### config.mk
export PLATFORM = sky130hd
export DESIGN_NAME = mc_ctrl
export DESIGN_NICKNAME = d
export VERILOG_FILES = /design/src/rtl/mips_defs.sv /design/src/rtl/mc_decode.sv /design/src/rtl/mc_ctrl.sv
export SDC_FILE = /design/constraint.sdc
export NUM_CORES = 1
export LEC_CHECK = 0
export ABC_AREA = 1
export CAP_MARGIN = 20
export CORE_MARGIN = 2
export CORE_UTILIZATION = 40
export DETAILED_ROUTE_END_ITERATION = 7
export PLACE_DENSITY = 0.68
export SKIP_CTS_REPAIR_TIMING = 1
export SLEW_MARGIN = 40
export SYNTH_ARGS = -nofsm -noshare
export SYNTH_HDL_FRONTEND = slang
export SYNTH_SLANG_ARGS = --single-unit
### constraint.sdc
create_clock -name clk -period 1.75 [get_ports clk]
set_input_delay 0.35 -clock clk [delete_from_list [all_inputs] [get_ports clk]]
set_output_delay 0.35 -clock clk [all_outputs]
set_load 0.05 [all_outputs]
### src/rtl/mips_defs.sv
// Shared encodings for the multi-cycle MIPS control path: opcodes, functs,
// FSM state codes, datapath mux selects and the decoded instruction class.
package mips_defs;

  // Opcodes
  localparam logic [5:0] OP_RTYPE = 6'h00;
  localparam logic [5:0] OP_J     = 6'h02;
  localparam logic [5:0] OP_JAL   = 6'h03;
  localparam logic [5:0] OP_BEQ   = 6'h04;
  localparam logic [5:0] OP_ORI   = 6'h0D;
  localparam logic [5:0] OP_LUI   = 6'h0F;
  localparam logic [5:0] OP_LW    = 6'h23;
  localparam logic [5:0] OP_SW    = 6'h2B;

  // R-type functs
  localparam logic [5:0] FN_JR    = 6'h08;
  localparam logic [5:0] FN_ADDU  = 6'h21;
  localparam logic [5:0] FN_SUBU  = 6'h23;

  // FSM states (visible on the debug port, so the codes are fixed)
  localparam logic [2:0] S_FETCH  = 3'd0;
  localparam logic [2:0] S_DECODE = 3'd1;
  localparam logic [2:0] S_EXE    = 3'd2;
  localparam logic [2:0] S_MEM_RD = 3'd3;
  localparam logic [2:0] S_MEM_WR = 3'd4;
  localparam logic [2:0] S_WB     = 3'd5;

  // pc_src
  localparam logic [1:0] PC_PLUS4  = 2'd0;
  localparam logic [1:0] PC_BRANCH = 2'd1;
  localparam logic [1:0] PC_JUMP   = 2'd2;
  localparam logic [1:0] PC_RS     = 2'd3;

  // rf_wa_sel
  localparam logic [1:0] WA_RT = 2'd0;
  localparam logic [1:0] WA_RD = 2'd1;
  localparam logic [1:0] WA_RA = 2'd2;

  // rf_wd_sel
  localparam logic [1:0] WD_ALU = 2'd0;
  localparam logic [1:0] WD_MEM = 2'd1;
  localparam logic [1:0] WD_PC4 = 2'd2;

  // ext_op
  localparam logic [1:0] EXT_ZERO = 2'd0;
  localparam logic [1:0] EXT_SIGN = 2'd1;
  localparam logic [1:0] EXT_LUI  = 2'd2;

  // alu_op
  localparam logic [2:0] ALU_ADD = 3'd0;
  localparam logic [2:0] ALU_SUB = 3'd1;
  localparam logic [2:0] ALU_OR  = 3'd2;

  // One-hot instruction class; all-zero means unsupported encoding
  typedef struct packed {
    logic addu;
    logic subu;
    logic jr;
    logic ori;
    logic lui;
    logic lw;
    logic sw;
    logic beq;
    logic j;
    logic jal;
    logic nop;
  } icls_t;

  // Full control word driven to the datapath
  typedef struct packed {
    logic       pc_we;
    logic [1:0] pc_src;
    logic       ir_we;
    logic       rf_we;
    logic [1:0] rf_wa_sel;
    logic [1:0] rf_wd_sel;
    logic [1:0] ext_op;
    logic       alu_b_sel;
    logic [2:0] alu_op;
    logic       mem_re;
    logic       mem_we;
    logic       mem_addr_sel;
    logic       done;
    logic       illegal;
  } ctrl_t;

endpackage

### src/rtl/mc_decode.sv
// Combinational instruction classifier: IR word -> one-hot class + illegal.
module mc_decode
  import mips_defs::*;
(
  input  logic [31:0] instr,
  output icls_t       cls,
  output logic        illegal
);

  logic [5:0] op;
  logic [5:0] fn;

  assign op = instr[31:26];
  assign fn = instr[5:0];

  // nop is only the all-zero word; any other R-type funct is unsupported
  always_comb begin
    cls = '0;
    if (instr == 32'h0) begin
      cls.nop = 1'b1;
    end else begin
      case (op)
        OP_RTYPE: begin
          case (fn)
            FN_ADDU: cls.addu = 1'b1;
            FN_SUBU: cls.subu = 1'b1;
            FN_JR:   cls.jr   = 1'b1;
            default: ;
          endcase
        end
        OP_ORI:  cls.ori = 1'b1;
        OP_LUI:  cls.lui = 1'b1;
        OP_LW:   cls.lw  = 1'b1;
        OP_SW:   cls.sw  = 1'b1;
        OP_BEQ:  cls.beq = 1'b1;
        OP_J:    cls.j   = 1'b1;
        OP_JAL:  cls.jal = 1'b1;
        default: ;
      endcase
    end
  end

  assign illegal = ~|cls;

endmodule

### src/rtl/mc_ctrl.sv
// Multi-cycle MIPS control unit: state register, per-state control decode
// and retired-instruction counter.
module mc_ctrl
  import mips_defs::*;
(
  input  logic        clk,
  input  logic        reset,
  input  logic [31:0] instr,
  input  logic        zero,
  input  logic        mem_ready,
  output logic        pc_we,
  output logic [1:0]  pc_src,
  output logic        ir_we,
  output logic        rf_we,
  output logic [1:0]  rf_wa_sel,
  output logic [1:0]  rf_wd_sel,
  output logic [1:0]  ext_op,
  output logic        alu_b_sel,
  output logic [2:0]  alu_op,
  output logic        mem_re,
  output logic        mem_we,
  output logic        mem_addr_sel,
  output logic [2:0]  state,
  output logic        instr_done,
  output logic        illegal,
  output logic [31:0] instr_cnt
);

  logic [2:0]  state_q;
  logic [2:0]  state_d;
  logic [31:0] cnt_q;
  icls_t       cls;
  logic        dec_ill;
  ctrl_t       c;

  mc_decode u_dec (
    .instr   (instr),
    .cls     (cls),
    .illegal (dec_ill)
  );

  // Next state and control word; reset low masks every side effect
  always_comb begin
    c       = '0;
    state_d = state_q;
    case (state_q)
      S_FETCH: begin
        c.mem_re = 1'b1;
        if (mem_ready) begin
          c.ir_we  = 1'b1;
          c.pc_we  = 1'b1;
          c.pc_src = PC_PLUS4;
          state_d  = S_DECODE;
        end
      end
      S_DECODE: begin
        state_d = S_FETCH;
        if (cls.j) begin
          c.pc_we  = 1'b1;
          c.pc_src = PC_JUMP;
          c.done   = 1'b1;
        end else if (cls.jal) begin
          c.pc_we     = 1'b1;
          c.pc_src    = PC_JUMP;
          c.rf_we     = 1'b1;
          c.rf_wa_sel = WA_RA;
          c.rf_wd_sel = WD_PC4;
          c.done      = 1'b1;
        end else if (cls.nop) begin
          c.done = 1'b1;
        end else if (dec_ill) begin
          c.illegal = 1'b1;
        end else begin
          state_d = S_EXE;
        end
      end
      S_EXE: begin
        state_d = S_FETCH;
        if (cls.addu || cls.subu) begin
          c.alu_op = cls.subu ? ALU_SUB : ALU_ADD;
          state_d  = S_WB;
        end else if (cls.ori || cls.lui) begin
          c.alu_op    = ALU_OR;
          c.ext_op    = cls.lui ? EXT_LUI : EXT_ZERO;
          c.alu_b_sel = 1'b1;
          state_d     = S_WB;
        end else if (cls.lw || cls.sw) begin
          c.alu_op    = ALU_ADD;
          c.ext_op    = EXT_SIGN;
          c.alu_b_sel = 1'b1;
          state_d     = cls.lw ? S_MEM_RD : S_MEM_WR;
        end else if (cls.beq) begin
          c.alu_op = ALU_SUB;
          c.pc_we  = zero;
          c.pc_src = zero ? PC_BRANCH : PC_PLUS4;
          c.done   = 1'b1;
        end else if (cls.jr) begin
          c.pc_we  = 1'b1;
          c.pc_src = PC_RS;
          c.done   = 1'b1;
        end
      end
      S_MEM_RD: begin
        c.mem_re       = 1'b1;
        c.mem_addr_sel = 1'b1;
        if (mem_ready) state_d = S_WB;
      end
      S_MEM_WR: begin
        c.mem_we       = 1'b1;
        c.mem_addr_sel = 1'b1;
        if (mem_ready) begin
          c.done  = 1'b1;
          state_d = S_FETCH;
        end
      end
      S_WB: begin
        c.rf_we     = 1'b1;
        c.rf_wa_sel = (cls.addu || cls.subu) ? WA_RD : WA_RT;
        c.rf_wd_sel = cls.lw ? WD_MEM : WD_ALU;
        c.done      = 1'b1;
        state_d     = S_FETCH;
      end
      default: state_d = S_FETCH;
    endcase
    if (!reset) begin
      c.pc_we   = 1'b0;
      c.ir_we   = 1'b0;
      c.rf_we   = 1'b0;
      c.mem_re  = 1'b0;
      c.mem_we  = 1'b0;
      c.done    = 1'b0;
      c.illegal = 1'b0;
    end
  end

  // State register
  always_ff @(posedge clk or negedge reset) begin
    if (!reset) state_q <= S_FETCH;
    else        state_q <= state_d;
  end

  // Retired-instruction counter; only written on a retire so it wraps naturally
  always_ff @(posedge clk or negedge reset) begin
    if (!reset)      cnt_q <= '0;
    else if (c.done) cnt_q <= cnt_q + 32'd1;
  end

  assign pc_we        = c.pc_we;
  assign pc_src       = c.pc_src;
  assign ir_we        = c.ir_we;
  assign rf_we        = c.rf_we;
  assign rf_wa_sel    = c.rf_wa_sel;
  assign rf_wd_sel    = c.rf_wd_sel;
  assign ext_op       = c.ext_op;
  assign alu_b_sel    = c.alu_b_sel;
  assign alu_op       = c.alu_op;
  assign mem_re       = c.mem_re;
  assign mem_we       = c.mem_we;
  assign mem_addr_sel = c.mem_addr_sel;
  assign instr_done   = c.done;
  assign illegal      = c.illegal;
  assign state        = state_q;
  assign instr_cnt    = cnt_q;

endmodule

==> results_tabular.tex <==
\begin{tabular}{lr}
\hline
Metric & Value \\
\hline
\multicolumn{2}{l}{\textbf{Clocking}} \\
\quad Total clock buffers created by CTS & 5 \\
\quad H-tree Lvls & 2 \\
\quad Clock sink count & 35 \\
\quad Bufs on Longest Clock Path & 2 \\
\quad Clock-pin transition on the worst setup and hold timing paths & 70 ps \\
\quad Clock tree from TritonCTS & done \\
\quad Clock tree root buffer cell & clkbuf\_8 \\
\quad Clock insertion delay at the later pin of the skew report & 290 ps \\
\multicolumn{2}{l}{\textbf{Timing}} \\
\quad Period utilization & 1.16 \\
\quad Slew at the pin closest to its max-slew limit & 531 ps \\
\quad Unrepaired setup endpoints after global routing & yes \\
\quad Worst-case headroom to the max-slew limit & 0.646 \\
\quad Setup-failing EPs final & 19 \\
\quad Final-report hold violation count & 0 \\
\quad Minimum hold slack & 126 ps \\
\quad Max-slew violation count & 0 \\
\quad Setup ws final & -285 ps \\
\quad Final critical-path required period & 2040 ps \\
\quad Maximum clock skew at final layout & 8.19 ps \\
\quad Maximum achievable frequency & 491 MHz \\
\multicolumn{2}{l}{\textbf{Power and ir drop}} \\
\quad Leakage power of the design & 2.31 nW \\
\quad Overall power of the completed layout & 0.00256 W \\
\quad Share of total power in combinational logic & 0.410 \\
\quad Power per Cell Area & 554 mW/mm\^{}2 \\
\quad Reported net switching power & 0.000992 W \\
\quad Sequential share of power & 0.367 \\
\quad Internal Power & 0.00157 W \\
\quad Clk pwr share & 0.223 \\
\quad Worst supply voltage drop on vdd & 0.973 mV \\
\quad Switching fraction of total power & 0.387 \\
\multicolumn{2}{l}{\textbf{Final layout}} \\
\quad Area growth from synthesis to layout & 69.8\% \\
\quad Non-Filler Cell Area, Final & 0.00462 mm\^{}2 \\
\quad Fillers & 579 \\
\quad Commonest cells after routing, fill and taps aside & nand2\_1, buf\_4, nand3\_1, nor2\_1, inv\_1 \\
\quad Most common library cell in the layout ignoring fill and taps & nand2\_1 \\
\quad Nets & 608 \\
\quad Sequential standard cell area & 892 um\^{}2 \\
\quad Post-route non-filler standard cell count & 652 \\
\quad Count of antenna diodes in the layout & 0 \\
\quad Area of the multi-input gates & 0.00193 mm\^{}2 \\
\quad Share of layout cells above drive strength 1 & 0.395 \\
\multicolumn{2}{l}{\textbf{Detailed routing}} \\
\quad Routed wire length & 9.48 mm \\
\quad Residual DRC count & 0 \\
\quad DRT Pass-1 Iters & 6 \\
\quad Antenna Nets Post-Route & 0 \\
\quad Routed wire per std cell & 14.5 um \\
\quad Drt first-iter violations & 173 \\
\quad Vias & 3308 \\
\quad Routed vias/inst & 5.07 \\
\multicolumn{2}{l}{\textbf{Placed design}} \\
\quad Total of buffers placed on input and output ports & 89 \\
\quad GP Congestion & 0.948 \\
\quad Placed cells & 634 \\
\quad Detailed placer's ending HPWL & 7.45 mm \\
\quad Cell area reported after detailed placement & 0.00440 mm\^{}2 \\
\multicolumn{2}{l}{\textbf{Synth}} \\
\quad Largest cells by area after synthesis & dfrtp\_1, nand2\_1, nand3\_1 \\
\quad Adder and majority gate portion of the synthesized area & 0.00460 \\
\quad Complex-gate fraction of the synthesized area & 0.0280 \\
\quad Synthesized instance count & 423 \\
\quad Synth top area share & 0.322 \\
\quad Flip-flop and latch count after synthesis & 35 \\
\quad Number of flops mapped to enable cells by yosys & 0 \\
\quad Main combinational cell family by area after synthesis & simple AND/OR/NAND/NOR gates \\
\quad Simple-gate portion of the synthesized area & 0.472 \\
\quad Top cell type by total area after synthesis & dfrtp\_1 \\
\quad Number of distinct standard cells referenced by the synthesized netlist & 31 \\
\quad Syn nets & 460 \\
\quad Portion of the post-synthesis area used by sequential elements & 0.322 \\
\quad Xor-xnor portion of the synthesized cell area & 0.0901 \\
\quad Fraction of registers with async set/reset & 1.00 \\
\quad Post-synthesis cell area & 0.00272 mm\^{}2 \\
\quad Post-Syn Area per Cell & 6.43 um\^{}2 \\
\quad Yosys synthesis warning count & 0 \\
\quad Mux cell area share after synthesis & 0 \\
\quad Predominant post-synthesis flop cell & dfrtp\_1 \\
\multicolumn{2}{l}{\textbf{GRT}} \\
\quad Global-route wire length before repair & 14.8 mm \\
\quad Pin count of the biggest net entering global routing & 39 \\
\quad Initial antenna violation count & 0 \\
\quad Global-route usage over all layers & 0.248 \\
\quad Final global-route overflow total & 0 \\
\quad Number of global-route vias before repair & 3123 \\
\multicolumn{2}{l}{\textbf{Worst setup path}} \\
\quad Source of the worst register-to-register timing path & state[0]\$\_DFFE\_PN0P\_ \\
\quad Type of element launching the critical path & flop \\
\quad Critical-path maximum fanout & 6 \\
\quad Worst path required time & 1400 ps \\
\quad CP Class & flop to primary output \\
\quad First element of the critical path & state[0]\$\_DFFE\_PN0P\_ \\
\quad Crit path DAT & 1690 ps \\
\quad CP endpoint kind & primary output \\
\multicolumn{2}{l}{\textbf{Floorplanning}} \\
\quad Chip Width & 86.5 um \\
\quad Row cnt & 30 \\
\quad Die area & 0.00748 mm\^{}2 \\
\quad Chip height & 86.5 um \\
\quad Core region area & 0.00668 mm\^{}2 \\
\quad Effective utilization at floorplan & 0.407 \\
\quad Ports & 91 \\
\multicolumn{2}{l}{\textbf{Status}} \\
\quad Violations in the final reports & setup timing \\
\quad Outcome & complete, but fails checks \\
\multicolumn{2}{l}{\textbf{Job}} \\
\quad Max-Cap Viols & 0 \\
\multicolumn{2}{l}{\textbf{Hold path}} \\
\quad Class of the tightest hold or removal check & primary input to asynchronous set/reset pin \\
\hline
\end{tabular}
==> Yosys cell counts, types with 2 or more instances <==
library cell  instances
inv_2                 2
a21oi_1               4
nand2_2               2
xor2_1               14
xnor2_1              14
buf_2                 2
buf_4                 5
o21ai_0               6
buf_6                 3
nand2_1             147
nor3_1               13
nand3_1              49
inv_1                34
nand4_1              14
nor3_2                2
nor2_1               60
nor2_2                3
dfrtp_1              35
nor3b_1               2
==> layer usage <==
layer | global-route usage | part of all wire
met1 | 0.331 | 0.44
met2 | 0.415 | 0.50
met3 | 0.0390 | 0.046
met4 | 0.0724 | 0.018
met5 | 0 | 0
==> through the flow <==
step | setup WS, ps | utilization | TNS (ps)
3_3_place_gp | -566 | 0.658 | -20020
5_1_grt | -372 | 0.692 | -6190
3_5_place_dp | -646 | 0.658 | -23760
4_1_cts | -648 | 0.670 | -13810
6_report | -285 | 0.692 | -3640
2_1_floorplan | -175 | - | -1130
==> worst max-delay path: stages, from the launching register on <==
cell and delay, ps:
dfrtp_2 450, inv_2 80, nor3_4 250, nand3_2 110
inv_2 110, a31oi_2 60, a21oi_4 180, buf_12 150
==> kinds of logic after synthesis <==
logic type | count (synthesis)
AND/OR/NAND/NOR | 296
buffers and inverters | 48
flip-flops | 35
XOR/XNOR | 28
AO/OA/AOI/OAI | 14
adder cells (fa/ha/maj) | 1
other | 1
==> final cells by class <==
cell class,instances,area share
Multi-Input combinational cell,340,0.418
Timing Repair Buffer,153,0.319
Sequential cell,35,0.193
Inverter,36,0.0309
Tap cell,80,0.0217
Clock buffer,7,0.0165
Clock inverter,1,0.00108
==> worst paths after layout <==
path	to	slack, ps	cells after the start
min in group clk	instr_cnt[31]$_DFFE_PN0P_	530	2
max in group asynchronous	state[2]$_DFFE_PN0P_	1240	2
min reg2reg	instr_cnt[31]$_DFFE_PN0P_	530	2
max reg2reg	instr_cnt[21]$_DFFE_PN0P_	70	9
min	instr_cnt[18]$_DFFE_PN0P_	130	2
max	pc_we	-290	7
==> registers in the layout, indices dropped and copies added (netlist names) <==
| register | cells |
|---|---|
| state | 3 |
| instr_cnt | 32 |
==> power groups by stage <==
stage,sequential (W),clock [W],combinational (W)
6_report,0.000940,0.000571,0.00105
5_1_grt,0.000949,0.000608,0.00112
4_1_cts,0.000939,0.000584,0.000982
3_5_place_dp,0.000954,0,0.000983
3_3_place_gp,0.000953,0,0.000965
2_1_floorplan,0.00108,0,0.000428
(Power assumes the default switching activity.)
